**src/rtl/comparator_cfg_loader.sv**
```systemverilog
`default_nettype none
// ============================================================================
// Module      : comparator_cfg_loader
// Description : Sequences the write port of the comparator's result RAM.
//               A start request fills addresses 0..VECTOR_WIDTH with the
//               threshold table T[c] = floor(c * M). M is an unsigned
//               Q(4.FRAC_WIDTH) multiplier. The table is built with one
//               addition per entry, so no multiplier is used. Upstream
//               popcount traffic is held off while the table loads, and a
//               flag reports when the table is valid.
// Ports       : clk, rst          clock, asynchronous active-high reset
//               i_Start, i_Mult   load request and multiplier (latched on start)
//               o_Busy, o_Done    load in progress, 1-cycle completion pulse
//               o_CfgValid        table fully loaded
//               o_Ready           upstream may issue lookups
//               o_BRAM_*          RAM address, data, enable, write enable
// Revision    : 1.0 - initial release
// ============================================================================
module comparator_cfg_loader #(
  parameter int VECTOR_WIDTH = 920,
  parameter int CNT_WIDTH    = $clog2(VECTOR_WIDTH),
  parameter int FRAC_WIDTH   = 8,
  parameter int MULT_WIDTH   = FRAC_WIDTH + 4
) (
  input  logic                  clk,
  input  logic                  rst,
  input  logic                  i_Start,
  input  logic [MULT_WIDTH-1:0] i_Mult,
  output logic                  o_Busy,
  output logic                  o_Done,
  output logic                  o_CfgValid,
  output logic                  o_Ready,
  output logic [CNT_WIDTH-1:0]  o_BRAM_Addr,
  output logic [CNT_WIDTH:0]    o_BRAM_Din,
  output logic                  o_BRAM_En,
  output logic                  o_BRAM_WrEn
);

  // Wide enough for (VECTOR_WIDTH+1) * max multiplier, so it never wraps.
  localparam int ACC_WIDTH = CNT_WIDTH + MULT_WIDTH + 1;
  localparam int DIN_WIDTH = CNT_WIDTH + 1;

  localparam logic [CNT_WIDTH-1:0] c_LAST_ADDR = CNT_WIDTH'(VECTOR_WIDTH);
  localparam logic [ACC_WIDTH-1:0] c_DIN_MAX   = ACC_WIDTH'((64'd1 << DIN_WIDTH) - 64'd1);

  typedef enum logic [1:0] {
    ST_IDLE = 2'd0,
    ST_LOAD = 2'd1,
    ST_DONE = 2'd2
  } state_t;

  state_t                r_state;
  logic [CNT_WIDTH-1:0]  r_cnt;
  logic [ACC_WIDTH-1:0]  r_acc;
  logic [MULT_WIDTH-1:0] r_mult;

  logic [ACC_WIDTH-1:0]  w_int;
  logic [DIN_WIDTH-1:0]  w_sat;

  // Integer part of the running product c*M. Large multipliers would exceed
  // the RAM data width, so the value is clamped at the data-width maximum
  // and never wraps.
  assign w_int = r_acc >> FRAC_WIDTH;
  assign w_sat = (w_int > c_DIN_MAX) ? {DIN_WIDTH{1'b1}} : w_int[DIN_WIDTH-1:0];

  // Derived from registered flags only, so it does not glitch on i_Start.
  assign o_Ready = o_CfgValid & ~o_Busy;

  always_ff @(posedge clk or posedge rst) begin
    if (rst) begin
      r_state     <= ST_IDLE;
      r_cnt       <= '0;
      r_acc       <= '0;
      r_mult      <= '0;
      o_Busy      <= 1'b0;
      o_Done      <= 1'b0;
      o_CfgValid  <= 1'b0;
      o_BRAM_Addr <= '0;
      o_BRAM_Din  <= '0;
      o_BRAM_En   <= 1'b0;
      o_BRAM_WrEn <= 1'b0;
    end else begin
      o_Done <= 1'b0;
      case (r_state)
        ST_IDLE: begin
          o_BRAM_WrEn <= 1'b0;
          if (i_Start) begin
            r_state    <= ST_LOAD;
            r_mult     <= i_Mult;
            r_cnt      <= '0;
            r_acc      <= '0;
            o_CfgValid <= 1'b0;
            o_Busy     <= 1'b1;
            o_BRAM_En  <= 1'b0;
          end else begin
            // The read path is only enabled once a complete table exists.
            o_BRAM_En <= o_CfgValid;
          end
        end

        ST_LOAD: begin
          o_BRAM_En   <= 1'b1;
          o_BRAM_WrEn <= 1'b1;
          o_BRAM_Addr <= r_cnt;
          o_BRAM_Din  <= w_sat;
          r_cnt       <= r_cnt + 1'b1;
          r_acc       <= r_acc + ACC_WIDTH'(r_mult);
          if (r_cnt == c_LAST_ADDR) begin
            r_state <= ST_DONE;
          end
        end

        ST_DONE: begin
          o_BRAM_WrEn <= 1'b0;
          o_BRAM_En   <= 1'b1;
          o_Done      <= 1'b1;
          o_CfgValid  <= 1'b1;
          o_Busy      <= 1'b0;
          r_state     <= ST_IDLE;
        end

        default: begin
          o_BRAM_WrEn <= 1'b0;
          o_Busy      <= 1'b0;
          r_state     <= ST_IDLE;
        end
      endcase
    end
  end

endmodule
`default_nettype wire

```
**config.mk**
```make
export PLATFORM = sky130hd
export DESIGN_NAME = comparator_cfg_loader
export DESIGN_NICKNAME = d
export VERILOG_FILES = /design/src/rtl/comparator_cfg_loader.sv
export SDC_FILE = /design/constraint.sdc
export NUM_CORES = 1
export LEC_CHECK = 0
export ABC_AREA = 0
export BUFFER_PORTS_ARGS = -buffer_cell sky130_fd_sc_hd__buf_2
export CAP_MARGIN = 20
export CORE_AREA = 5 5 122 124
export DETAILED_ROUTE_END_ITERATION = 10
export DIE_AREA = 0 0 127 129
export SLEW_MARGIN = 30
export SYNTH_ARGS = -nofsm -noshare
export SYNTH_HDL_FRONTEND = slang
export SYNTH_SLANG_ARGS = --single-unit
```
**constraint.sdc**
```tcl
create_clock -name clk -period 2.5 [get_ports clk]
set_input_delay 0.125 -clock clk [delete_from_list [all_inputs] [get_ports clk]]
set_output_delay 0.125 -clock clk [all_outputs]
set_load 0.01 [all_outputs]
```
==> results_dict.tcl <==
set metrics [dict create \
    crit_arrival_ns 2.37 \
    hold_depth 2 \
    grt_usage_pct 10.12 \
    synth_flop_cell "dfrtp_1" \
    via_per_inst 4.687 \
    dpl_cell_area_um2 4068 \
    drive_above_1_share_pct 24.55 \
    p_switching_mw 2.158 \
    cts_resized 0 \
    num_rows 43 \
    cts_max_level 3 \
    required_ns 2.71 \
    synth_edf_count 0 \
    pwr-share-comb_pct 43.6 \
    clkPwrFrac_pct 23.2 \
    syn_inst 335 \
    drt_first_pass_iters 4 \
    maxCapViolations 0 \
    vias 2676 \
    final_cell_area_um2 4382 \
    synthArstFlopShare_pct 100.0 \
    max_freq_ghz 0.4622 \
    tns_ns 0 \
    dp_hpwl_um 5816 \
    clk_latency_ns 0.33 \
    finalCritPeriodShare_pct 86.54 \
    synth.yosys.seq_area_share_pct 50.64 \
    rsz0062_at_grt "false" \
    hold_violations 0 \
    r2r_setup_slack_ns 0.34 \
    yosys_warnings 0 \
    cts_tree "done" \
    total_power_mw 5.595 \
    slew_headroom_pct 55.70 \
    syn_area_um2 3607 \
    seqPwrFrac_pct 33.2 \
    avgRoutedWirePerCell_um 13.91 \
    synth_common_cells "73 x dfrtp_1, 37 x nand2_1, 24 x o21ai_0, 23 x mux2_2, 22 x a21oi_1" \
    portBuffers 41 \
    cts_buffers 9 \
    crit_path_end_kind "flip-flop" \
    drtIter0Drc 88 \
    first_global_vias 2735 \
    switching_share_pct 38.58 \
    cts_setup_buffers 0 \
    powerDensity_nw_per_um2 1277 \
    ir_worst_vdd_mv 0.4299 \
    max_slew.worst_pin.slew_ns 0.6636 \
    yosys.area.top_type_share_pct 50.64 \
    antenna_found_initial 0 \
    grt_pass1_wl_um 13350 \
    die_area_um2 16380 \
    place_congestion 0.8849 \
    status "finished clean" \
    drc 0 \
    ys_seq_elements 73 \
    r2r_end "r_acc[20]" \
    syn-num-nets 369 \
    die_h_um 129 \
    hold_class "primary input to flip-flop" \
    fin_skew_ns 0.005974 \
    internal-power_mw 3.437 \
    root_buffer "clkbuf_16" \
    wl_um 7945 \
    setup_violations 0 \
    n_antenna_cell 0 \
    maxSlewViolCount 0 \
    setup.worst_path.class "flip-flop to flip-flop" \
    avgSynthCellArea_um2 10.77 \
    crit_end "r_acc[20]" \
    clk_pin_slew_ns 0.06 \
    grt_start_max_net_pins 31 \
    core_area_um2 13670 \
    yosysTopAreaCell "dfrtp_1" \
    nets 420 \
    fin_crit_ns 2.163 \
    ys_types 42 \
    synth_most_common_cell "dfrtp_1" \
    boundaryPins 42 \
    clk_path_buf_depth 2 \
    cp_max_fo 12 \
    die_width_um 127 \
    p_leak_nw 2.028 \
    start_util_pct 26.40 \
    clock_sinks 73 \
    cp-startpoint "r_acc[0]" \
    area_growth_pct 21.47 \
    startpoint_type "flip-flop" \
    reg2reg_depth 8 \
    ant_nets 0 \
    synthTopCellsByArea "dfrtp_1 51%, mux2_2 7.2%, ha_1 6.2%, nand2_1 3.9%, o21ai_0 3.3%" \
    r2r_start "r_acc[0]" \
    grt-ovfl-total 0 \
]
[cells by family (layout without fill, tap and decap cells)]
logic type,after synthesis,count (layout),synth area share (%)
AND/OR/NAND/NOR,98,98,13.42
AO/OA/AOI/OAI,82,82,14.64
XOR/XNOR,16,16,3.885
buffers and inverters,20,76,2.220
adder cells (fa/ha/maj),19,19,6.799
multiplexers,27,27,8.394
flip-flops,73,73,50.64
[layout make-up]
| cell class | count | area [µm²] |
|---|---|---|
| clock buffers | 10 | 239.0 |
| inverters | 10 | 37.54 |
| clock inverters | 6 | 65.06 |
| flip-flops and latches | 73 | 1827 |
| fillers | 1423 | 9284 |
| multi-input cells | 242 | 1700 |
| repair buffers | 50 | 287.8 |
| well taps | 180 | 225.2 |
[flip-flops by register name (all words and copies together) (netlist names), 2 cells and up]
register / flops
o_BRAM_Addr: 10
o_BRAM_Din: 11
r_acc: 23
r_cnt: 10
r_mult: 12
r_state: 2
[cells in the final DEF (no fill, tap or decap), types with 10 or more instances in the layout]
cell type,count
nand3_1,10
buf_2,41
xor2_1,11
dfrtp_1,73
o21ai_0,24
ha_1,18
nor2_1,17
mux2_2,23
nand2_1,37
o22a_1,13
a21oi_1,22
[routing by layer]
metal	track usage, %	vias up	wire [µm]
li1	-	1310	-
met1	12.84	1320	3682
met2	16.91	40	3849
met3	2.740	6	312
met4	3.155	0	99
met5	0	-	0
[stage by stage]
| stage | hold WS (ns) | setup WS [ns] | util [%] | instances |
|---|---|---|---|---|
| 2_1_floorplan | 0.2754 | 0.3933 | - | 335 |
| 3_5_place_dp | 0.2729 | 0.3466 | 29.77 | 554 |
| 4_1_cts | 0.01737 | 0.3251 | 32.06 | 571 |
| 6_report | 0.02416 | 0.3365 | 32.06 | 571 |
| 5_1_grt | 0.01897 | 0.1352 | 32.06 | 571 |
| 3_3_place_gp | 0.2596 | 0.3647 | 29.77 | 554 |
[power by group through the flow]
stage                     Clock, mW  Sequential, mW  Combinational, mW
after floorplan                   0            1.87               1.76
after global placement            0            1.88               2.38
after detailed placement          0            1.89               2.45
after CTS                      1.33            1.87               2.46
after global routing           1.38            1.92               2.73
final                          1.30            1.86               2.44
[worst max-delay path, cell delays in order, from the launching register on]
cell and delay (ns):
dfrtp_1 0.38, ha_1 0.24, fa_1 0.41, a21oi_1 0.23
o21ai_1 0.15, a211oi_1 0.24, buf_4 0.20, or4_1 0.12
o21ai_0 0.07
[worst min path at each step]
stage,start,endpoint,slack (ns)
after floorplan,i_Mult[10],r_mult[10],0.28
after global placement,rst,r_mult[10],0.26
after detailed placement,rst,r_mult[10],0.27
after CTS,i_Mult[3],r_mult[3],0.02
after global routing,i_Mult[9],r_mult[9],0.02
final,i_Mult[3],r_mult[3],0.02
[what timing repair did]
action                                  CTS  global route
hold endpoints to repair                 27             0
endpoints found under the setup margin    0             0
hold buffers                              1             0
Note: power is estimated with default switching activity, not from simulation.
